--- config.mk ---
export PLATFORM = sky130hd
export DESIGN_NAME = uart_tx_ctrl_flat
export DESIGN_NICKNAME = d
export VERILOG_FILES = /design/src/rtl/uart_tx_ctrl_if.sv /design/src/rtl/uart_tx_ctrl.sv /design/src/flat_wrapper.sv
export SDC_FILE = /design/constraint.sdc
export NUM_CORES = 1
export LEC_CHECK = 0
export ABC_CLOCK_PERIOD_IN_PS = 1600
export CAP_MARGIN = 20
export CORE_MARGIN = 3
export CORE_UTILIZATION = 48
export CTS_BUF_LIST = sky130_fd_sc_hd__clkbuf_8
export CTS_CLUSTER_SIZE = 14
export DETAILED_ROUTE_END_ITERATION = 8
export PLACE_DENSITY = 0.76
export SLEW_MARGIN = 20
export SYNTH_ARGS = -nofsm -noshare
export SYNTH_HDL_FRONTEND = slang
export SYNTH_SLANG_ARGS = --single-unit
export TNS_END_PERCENT = 10
--- constraint.sdc ---
create_clock -name CLK -period 1.6 [get_ports CLK]
set_input_delay 0.32 -clock CLK [delete_from_list [all_inputs] [get_ports CLK]]
set_output_delay 0.32 -clock CLK [all_outputs]
set_load 0.01 [all_outputs]
--- src/rtl/uart_tx_ctrl_if.sv ---
// Parallel-side handshake and frame-field outputs of the UART TX controller.
interface uart_tx_ctrl_if #(
  parameter int DATA_WIDTH = 8
);
  logic [DATA_WIDTH-1:0] P_DATA;
  logic                  DATA_VALID;
  logic                  PAR_EN;
  logic                  PAR_TYP;
  logic [1:0]            mux_sel;
  logic                  ser_data;
  logic                  par_bit;
  logic                  busy;

  modport master (
    output P_DATA, DATA_VALID, PAR_EN, PAR_TYP,
    input  mux_sel, ser_data, par_bit, busy
  );

  modport slave (
    input  P_DATA, DATA_VALID, PAR_EN, PAR_TYP,
    output mux_sel, ser_data, par_bit, busy
  );
endinterface

--- src/rtl/uart_tx_ctrl.sv ---
// UART TX frame sequencer: start, DATA_WIDTH data bits LSB first, optional parity, stop.
// All outputs are registered; a new byte is accepted in IDLE or STOP, giving gapless back-to-back frames.
module uart_tx_ctrl #(
  parameter int DATA_WIDTH = 8
) (
  input  logic           CLK,
  input  logic           RST,
  uart_tx_ctrl_if.slave  bus
);

  localparam int            CW        = (DATA_WIDTH > 1) ? $clog2(DATA_WIDTH) : 1;
  localparam logic [CW-1:0] LAST_BIT  = CW'(DATA_WIDTH - 1);
  localparam logic [1:0]    SEL_START = 2'b00;
  localparam logic [1:0]    SEL_STOP  = 2'b01;
  localparam logic [1:0]    SEL_DATA  = 2'b10;
  localparam logic [1:0]    SEL_PAR   = 2'b11;

  typedef enum logic [2:0] {
    S_IDLE,
    S_START,
    S_DATA,
    S_PARITY,
    S_STOP
  } state_t;

  state_t                r_state;
  logic [CW-1:0]         r_cnt;
  logic [DATA_WIDTH-1:0] r_data;
  logic                  r_par_en;
  logic [1:0]            r_mux_sel;
  logic                  r_ser_data;
  logic                  r_par_bit;
  logic                  r_busy;

  logic [CW-1:0]         w_cnt_nxt;
  logic                  w_par_in;

  assign w_cnt_nxt = r_cnt + 1'b1;
  // Parity is resolved at acceptance so it stays constant for the whole frame.
  assign w_par_in  = (^bus.P_DATA) ^ bus.PAR_TYP;

  always_ff @(posedge CLK or negedge RST) begin
    if (!RST) begin
      r_state    <= S_IDLE;
      r_cnt      <= '0;
      r_data     <= '0;
      r_par_en   <= 1'b0;
      r_mux_sel  <= SEL_STOP;
      r_ser_data <= 1'b0;
      r_par_bit  <= 1'b0;
      r_busy     <= 1'b0;
    end else begin
      case (r_state)
        S_IDLE, S_STOP: begin
          r_ser_data <= 1'b0;
          if (bus.DATA_VALID) begin
            r_state   <= S_START;
            r_cnt     <= '0;
            r_data    <= bus.P_DATA;
            r_par_en  <= bus.PAR_EN;
            r_par_bit <= w_par_in;
            r_mux_sel <= SEL_START;
            r_busy    <= 1'b1;
          end else begin
            r_state   <= S_IDLE;
            r_mux_sel <= SEL_STOP;
            r_busy    <= 1'b0;
          end
        end
        S_START: begin
          r_state    <= S_DATA;
          r_cnt      <= '0;
          r_mux_sel  <= SEL_DATA;
          r_ser_data <= r_data[0];
        end
        S_DATA: begin
          if (r_cnt == LAST_BIT) begin
            r_cnt      <= '0;
            r_ser_data <= 1'b0;
            if (r_par_en) begin
              r_state   <= S_PARITY;
              r_mux_sel <= SEL_PAR;
            end else begin
              r_state   <= S_STOP;
              r_mux_sel <= SEL_STOP;
            end
          end else begin
            r_cnt      <= w_cnt_nxt;
            r_ser_data <= r_data[w_cnt_nxt];
          end
        end
        S_PARITY: begin
          r_state   <= S_STOP;
          r_mux_sel <= SEL_STOP;
        end
        default: begin
          r_state    <= S_IDLE;
          r_mux_sel  <= SEL_STOP;
          r_ser_data <= 1'b0;
          r_busy     <= 1'b0;
        end
      endcase
    end
  end

  assign bus.mux_sel  = r_mux_sel;
  assign bus.ser_data = r_ser_data;
  assign bus.par_bit  = r_par_bit;
  assign bus.busy     = r_busy;

endmodule

--- src/flat_wrapper.sv ---
// flat-port wrapper written by rule: the top's interface ports become plain ports
module uart_tx_ctrl_flat 
#(
  parameter int DATA_WIDTH = 8
)
  (CLK, RST, bus_P_DATA, bus_DATA_VALID, bus_PAR_EN, bus_PAR_TYP, bus_mux_sel, bus_ser_data, bus_par_bit, bus_busy);
  uart_tx_ctrl_if #(.DATA_WIDTH(DATA_WIDTH)) bus_i ();
  input  logic CLK;
  input  logic RST;
  input wire logic [$bits(bus_i.P_DATA)-1:0] bus_P_DATA;
  input wire logic [$bits(bus_i.DATA_VALID)-1:0] bus_DATA_VALID;
  input wire logic [$bits(bus_i.PAR_EN)-1:0] bus_PAR_EN;
  input wire logic [$bits(bus_i.PAR_TYP)-1:0] bus_PAR_TYP;
  output wire logic [$bits(bus_i.mux_sel)-1:0] bus_mux_sel;
  output wire logic [$bits(bus_i.ser_data)-1:0] bus_ser_data;
  output wire logic [$bits(bus_i.par_bit)-1:0] bus_par_bit;
  output wire logic [$bits(bus_i.busy)-1:0] bus_busy;
  assign bus_i.P_DATA = bus_P_DATA;
  assign bus_i.DATA_VALID = bus_DATA_VALID;
  assign bus_i.PAR_EN = bus_PAR_EN;
  assign bus_i.PAR_TYP = bus_PAR_TYP;
  assign bus_mux_sel = bus_i.mux_sel;
  assign bus_ser_data = bus_i.ser_data;
  assign bus_par_bit = bus_i.par_bit;
  assign bus_busy = bus_i.busy;
  uart_tx_ctrl #(.DATA_WIDTH(DATA_WIDTH)) u_core (.CLK(CLK), .RST(RST), .bus(bus_i));
endmodule
==> results of run 1 <==
## logic make-up after synthesis
family	Yosys count	share of synthesized area (%)
muxes	13	14.50
buffers and inverters	6	2.624
DFF	20	50.13
xor gates and xnor gates	7	7.500
and+or+nand+nor	23	13.00
adders and majority gates	2	2.500
AOI/OAI and AO/OA	15	9.750
## area by class of cell
type	count	area (um^2)
fill	130	498.0
timing repair buffer	24	226.5
inverter	3	11.26
sequential	20	501.7
clock inverter	1	30.03
multi-input combinational	60	499.2
clock buffer	3	41.29
tap	25	31.28
## through the flow
stage | instance area, um^2 | power (mW) | worst slack [ps]
2_1_floorplan | 1001 | 1.526 | 133.8
3_3_place_gp | 1240 | 1.845 | -244.3
3_5_place_dp | 1240 | 1.891 | -292.4
4_1_cts | 1323 | 2.416 | -23.02
5_1_grt | 1341 | 2.610 | 1.145
6_report | 1341 | 2.439 | 24.86
## state kept, by name (all words and copies together), names as in the netlist
signal and count:
u_core.r_cnt 3, u_core.bus.ser_data 1, u_core.bus.busy 1, u_core.r_state 3
u_core.bus.mux_sel 2, u_core.r_par_en 1, u_core.r_data 8, u_core.bus.par_bit 1
## synthesized netlist by cell type
master    number
and2_1         1
dfrtp_1       19
mux2_2         8
mux2_4         1
a211o_1        1
and2b_1        1
xnor2_1        5
nand3b_1       1
a22o_1         2
nand3_1        2
buf_2          3
o21ai_0        5
ha_1           2
xor2_1         1
o21a_1         2
nor2_1         2
mux2i_1        4
or2_2          1
a32oi_1        1
inv_1          3
nor2b_1        3
nor3_1         1
or3_1          1
nand2_1        5
nand4b_1       1
a21oi_1        3
nand4_1        1
xnor3_1        1
a22oi_1        1
dfstp_2        1
nor3b_1        2
nand2b_1       1
## metal layers
metal	up-vias	routed length [um]
met1	349	865
met4	0	53
li1	356	-
met3	6	93
met2	17	980
met5	-	0
## path summary, 6_finish.rpt
kind | startpoint | end | slack [ps] | depth (start not counted)
min in group asynchronous | RST | u_core.r_cnt[2] | 390 | 2
max | bus_P_DATA[6] | u_core.bus.par_bit | 20 | 5
max reg2reg | u_core.r_cnt[1] | u_core.bus.ser_data | 120 | 6
min | bus_P_DATA[4] | u_core.r_data[4] | 360 | 2
max in group asynchronous | RST | u_core.bus.mux_sel[0] | 950 | 2
min reg2reg | u_core.bus.mux_sel[1] | u_core.bus.mux_sel[1] | 500 | 1
## placed cells by master (no fill, tap or decap), types with 2 or more instances in the layout
master,Yosys,layout
a21oi_1,3,3
a22o_1,2,2
buf_4,0,7
clkbuf_8,0,3
clkdlybuf4s50_1,0,14
dfrtp_1,19,19
dlymetal6s2s_1,0,2
ha_4,0,2
inv_1,3,3
mux2_2,8,8
mux2i_1,4,4
nand2_1,5,5
nand3_1,2,2
nor2_1,2,2
nor2b_1,3,3
nor3b_1,2,2
o21a_1,2,2
o21ai_0,5,5
xnor2_1,5,5
## timing repair
action                     in CTS  in global routing
setup endpoints to repair       3                  4
setup buffers                   0                  0
gates cloned                    0                  0
gates resized for setup         2                  5
pin swaps                       0                  1
hold buffers                    0                  0
## critical path: cells and delay by family
family,cells,cell delay (ps)
muxes,1,260
xor gates and xnor gates,3,710
buffers and inverters,1,430
## where the power goes
part	switching [mW]	internal [mW]	total [mW]
Sequential	0.144	0.741	0.885
Combinational	0.469	0.586	1.06
Clock	0.166	0.334	0.499
Total	0.779	1.66	2.44
==> impl_metrics.csv, run 1 <==
group,metric,value,unit
place,hpwl,1455,um
floorplanning,fp.dieW,51.67,um
clock_network,clk_path_buf_depth,2,
worst_setup_path,required,1740,ps
finish,drive_above_1_share,22.52,%
synth,synth_top_area_share,47.50,%
place,place.gp.congestion,0.7776,
power,peakVddDrop,1.191,mV
place,dp_cells,132,
worst_setup_path,critPathMostFrequentCell,"xnor2_1",
floorplanning,rows,15,
run,drv_cap,0,
grt,grt_pass1_wl,3415,um
synth,synth_sequential_area_ratio,50.13,%
finish,fin_cells,136,
synth,avgSynthCellArea,11.64,um^2
finish,synthToLayoutAreaGrowth,34.00,%
routing,drc,0,
sta,rsz0062_at_grt,"false",
status,outcome,"finished clean",
routing,viasPerCell,5.353,
finish,final_core_util,72.93,%
sta,hold_viol,0,
clock_network,root_buffer,"clkbuf_8",
synth,yosys-top-cells-area,"dfrtp_1, mux2_2, xnor2_1, mux2i_1, dfstp_2",
synth,synth_cells,86,
sta,finalCritPeriodShare,98.45,%
floorplanning,die-height,51.67,um
routing,drt_pre_antenna_iters,4,
finish,layout.nets,127,
worst_setup_path,worstSetupPathType,"in -> reg",
clock_network,cts_tree,"built",
sta,setup_viol,0,
grt,grt_pass1_vias,753,
worst_hold_path,min_path_type,"in -> reg",
worst_setup_path,crit_arrival,1710,ps
synth,ys_types,32,
grt,antenna_found_initial,0,
sta,slew_violations,0,
grt,grt_overflow,0,
synth,ys_warn_count,0,
sta,holdWs,364.9,ps
clock_network,htree_num_levels,1,
grt,grt.busiest_layer,"met2",
grt,grt_use_met1,21.63,%
floorplanning,die_area,2669,um^2
worst_setup_path,cp-end-kind,"flop",
worst_setup_path,path_cells,"clkdlybuf4s50_1, xnor2_1, xnor3_1, xnor2_1, mux2_4",
power,powerDensity,1819,nW/um^2
grt,grt_max_degree,21,
sta,min_period,1575,ps
routing,ant_nets,0,
place,port_buffers,17,
routing,post_drt_wl_per_cell,14.65,um
worst_setup_path,crit_slowest_cell,"clkdlybuf4s50_1",
routing,drt_wl_total,1992,um
sta,fmax,634.9,MHz
synth,yosysTopAreaCell,"dfrtp_1",
floorplanning,num_io_pins,18,
clock_network,clock-sinks,20,
synth,postSynthNetCount,101,
worst_setup_path,slowest_delay,430,ps
clock_network,clk_latency,260,ps
worst_setup_path,cp-start-kind,"primary input",
routing,vias,728,
sta,tns,0,ps
worst_setup_path,crit_fanout,2,
floorplanning,initial_core_util,54.42,%
synth,ys_seq_elements,20,
grt,grt_use_total,17.51,%
grt,met3_usage,4.011,%
grt,grt_use_met2,28.81,%
finish,antenna_cells,0,
sta,skew,7.193,ps
clock_network,cts_buffers,3,
synth,synth_area,1001,um^2
sta,slew_headroom,75.11,%
sta,tightest_slew,372.5,ps
clock_network,path_clk_slew,70,ps
floorplanning,core,1839,um^2
routing,dr.first_iter.drc_count,13,
power,p_leak,0.5904,nW
(Power assumes the default switching activity.)
==> run 2, diff against run 1 <==
--- a/config.mk
+++ b/config.mk
@@ -5,10 +5,10 @@
 export SDC_FILE = /design/constraint.sdc
 export NUM_CORES = 1
 export LEC_CHECK = 0
-export ABC_CLOCK_PERIOD_IN_PS = 1600
+export ABC_CLOCK_PERIOD_IN_PS = 1830
 export CAP_MARGIN = 20
 export CORE_MARGIN = 3
-export CORE_UTILIZATION = 48
+export CORE_UTILIZATION = 50
 export CTS_BUF_LIST = sky130_fd_sc_hd__clkbuf_8
 export CTS_CLUSTER_SIZE = 14
 export DETAILED_ROUTE_END_ITERATION = 8
==> constraint.sdc (replaced) <==
create_clock -name CLK -period 1.83 [get_ports CLK]
set_input_delay 0.366 -clock CLK [delete_from_list [all_inputs] [get_ports CLK]]
set_output_delay 0.366 -clock CLK [all_outputs]
set_load 0.01 [all_outputs]
==> run 2 against run 1 <==
  * Sequential cell count unchanged
  * Critical endpoint is now bus_mux_sel[0]
  * First-iteration DRC count increased by 38%
  * Final cell count decreased by 1.5%
  * Worst hold slack improved by 16 ps
  * Register-to-register slack improved by 80 ps
  * Final area decreased by 5.3%
  * Total power decreased by 22%
  * Non-clock buffer count decreased by 2
  * Clock skew about the same
==> impl_metrics.csv, run 2 (same netlist as run 1, synthesis figures left out) <==
group,metric,value,unit
clock_network,cts_tree,"built",
floorplanning,initial_core_util,55.56,%
clock_network,clk_latency,260,ps
worst_setup_path,cp.depth,1,
power,powerDensity,1490,nW/um^2
worst_setup_path,worstSetupPathType,"reg -> out",
clock_network,postCtsSetupBuffers,0,
place,hpwl,1373,um
worst_setup_path,path_cells,"clkdlybuf4s50_1",
place,place_ws,-95.40,ps
grt,antenna_found_initial,0,
floorplanning,num_io_pins,18,
finish,final_common_cell,"dfrtp_1",
routing,drt_pre_antenna_iters,6,
clock_network,path_clk_slew,70,ps
worst_setup_path,slowest_delay,540,ps
worst_setup_path,cp-end-kind,"primary output",
power,peakVddDrop,1.002,mV
finish,drive_above_1_share,17.43,%
worst_setup_path,required,1460,ps
sta,finalCritPeriodShare,91.84,%
place,dp_cells,130,
routing,vias,704,
worst_hold_path,min_path_type,"in -> async",
status,outcome,"finished clean",
sta,min_period,1681,ps
grt,grt_pass1_vias,735,
worst_setup_path,crit_slowest_cell,"clkdlybuf4s50_1",
routing,dr.first_iter.drc_count,18,
floorplanning,die_area,2575,um^2
sta,skew,7.375,ps
sta,worst_slack,149.3,ps
grt,grt_use_total,15.96,%
worst_setup_path,crit_fanout,2,
clock_network,clk_path_buf_depth,2,
worst_setup_path,crit_arrival,1310,ps
clock_network,htree_num_levels,1,
worst_setup_path,reg2regPathDepth,6,
place,place.gp.congestion,0.8017,
sta,fmax,595.0,MHz
place,port_buffers,17,
power,p_leak,0.5566,nW
finish,most-common-layout-cells,"dfrtp_1, clkdlybuf4s50_1, mux2_2",
finish,fin_cells,134,
sta,tightest_slew,458.8,ps
floorplanning,fp.dieW,50.74,um
sta,slew_violations,0,
clock_network,clock-sinks,20,
finish,final_core_util,70.49,%
clock_network,cts_buffers,3,
grt,grt_overflow,0,
floorplanning,die-height,50.74,um
routing,viasPerCell,5.254,
worst_setup_path,startpoint,"u_core.bus.mux_sel[0]",
routing,ant_nets,0,
floorplanning,core,1802,um^2
sta,slew_headroom,69.41,%
routing,drc,0,
worst_setup_path,r2r_slack,200,ps
clock_network,cts_resized,0,
finish,antenna_cells,0,
sta,setup_viol,0,
sta,hold_viol,0,
worst_setup_path,timing.critical_path.max_delay_family,"buffers and inverters",
clock_network,cts_hold_buf,0,
worst_setup_path,r2r_start,"u_core.r_cnt[0]",
grt,grt_max_degree,13,
sta,holdWs,381.3,ps
floorplanning,rows,15,
finish,synthToLayoutAreaGrowth,26.88,%
worst_setup_path,cp-start-kind,"flop",
routing,drt_wl_total,1694,um
finish,layout.nets,125,
worst_setup_path,endpoint,"bus_mux_sel[0]",
run,drv_cap,0,
clock_network,root_buffer,"clkbuf_8",
finish,largest_reg_flops,8,
worst_setup_path,timing.rr.end,"u_core.bus.ser_data",
grt,grt_pass1_wl,3070,um
routing,post_drt_wl_per_cell,12.64,um
finish,regMostFlops,"u_core.r_data",
worst_setup_path,path_buf_inv,1,
sta,rsz0062_at_grt,"false",
finish,largestRegisters,"u_core.r_data (8), u_core.r_cnt (3), u_core.r_state (3)",
run 2: changes by cell type in the layout (fill, tap and decap cells not counted), sizes merged:
| cell | delta |
|---|---|
| inv | +1 |
| bufinv | -1 |
| dlymetal6s2s | -2 |
| dlygate4sd2 | -1 |
| clkdlybuf4s50 | +3 |
| buf | -2 |
run 2: area by class of cell:
| cell class | instances | area, um^2 |
|---|---|---|
| Clock buffer | 3 | 41.29 |
| Clock inverter | 1 | 3.754 |
| Fill cell | 141 | 531.8 |
| Inverter | 3 | 11.26 |
| Multi-Input combinational cell | 60 | 473.0 |
| Sequential cell | 20 | 501.7 |
| Tap cell | 25 | 31.28 |
| Timing Repair Buffer | 22 | 207.7 |
run 2: how the worst min path moves through the flow:
stage / from / endpoint / slack (ps)
5_1_grt: RST / u_core.r_data[7] / 400
2_1_floorplan: RST / u_core.bus.busy / 70
3_5_place_dp: u_core.bus.mux_sel[1] / u_core.bus.mux_sel[1] / 480
4_1_cts: RST / u_core.r_data[7] / 390
6_report: RST / u_core.r_data[7] / 380
3_3_place_gp: u_core.bus.mux_sel[1] / u_core.bus.mux_sel[1] / 470
run 2: per-layer routing:
layer	part of all wire, %	up-vias	wire (um)	global-route usage [%]
met5	0	-	0	0
met4	1.1	0	19	6.726
met3	4.1	4	70	4.154
met2	47	12	792	25.65
met1	48	340	810	20.27
li1	-	348	-	-
run 2: power by group:
part           switching, mW  internal [mW]
Clock                  0.134          0.149
Sequential             0.125          0.648
Combinational          0.360          0.476
Total                  0.619           1.27
run 2: metrics by stage:
stage / power, mW / setup TNS [ps] / cell area (um^2)
floorplan: 1.335 / 0 / 1001
global placement: 1.598 / -75.51 / 1225
global route: 2.031 / 0 / 1270
CTS: 1.906 / 0 / 1270
finish: 1.893 / 0 / 1270
detailed placement: 1.614 / -95.40 / 1225
==> run 3, diff against run 2 <==
--- a/config.mk
+++ b/config.mk
@@ -10,9 +10,11 @@
 export CORE_MARGIN = 3
 export CORE_UTILIZATION = 50
 export CTS_BUF_LIST = sky130_fd_sc_hd__clkbuf_8
-export CTS_CLUSTER_SIZE = 14
+export CTS_CLUSTER_SIZE = 10
 export DETAILED_ROUTE_END_ITERATION = 8
+export GPL_ROUTABILITY_DRIVEN = 0
 export PLACE_DENSITY = 0.76
+export SKIP_CTS_REPAIR_TIMING = 1
 export SLEW_MARGIN = 20
 export SYNTH_ARGS = -nofsm -noshare
 export SYNTH_HDL_FRONTEND = slang
==> results of run 3 <==
Final layout, timing and power as in run 2 (identical DEF).
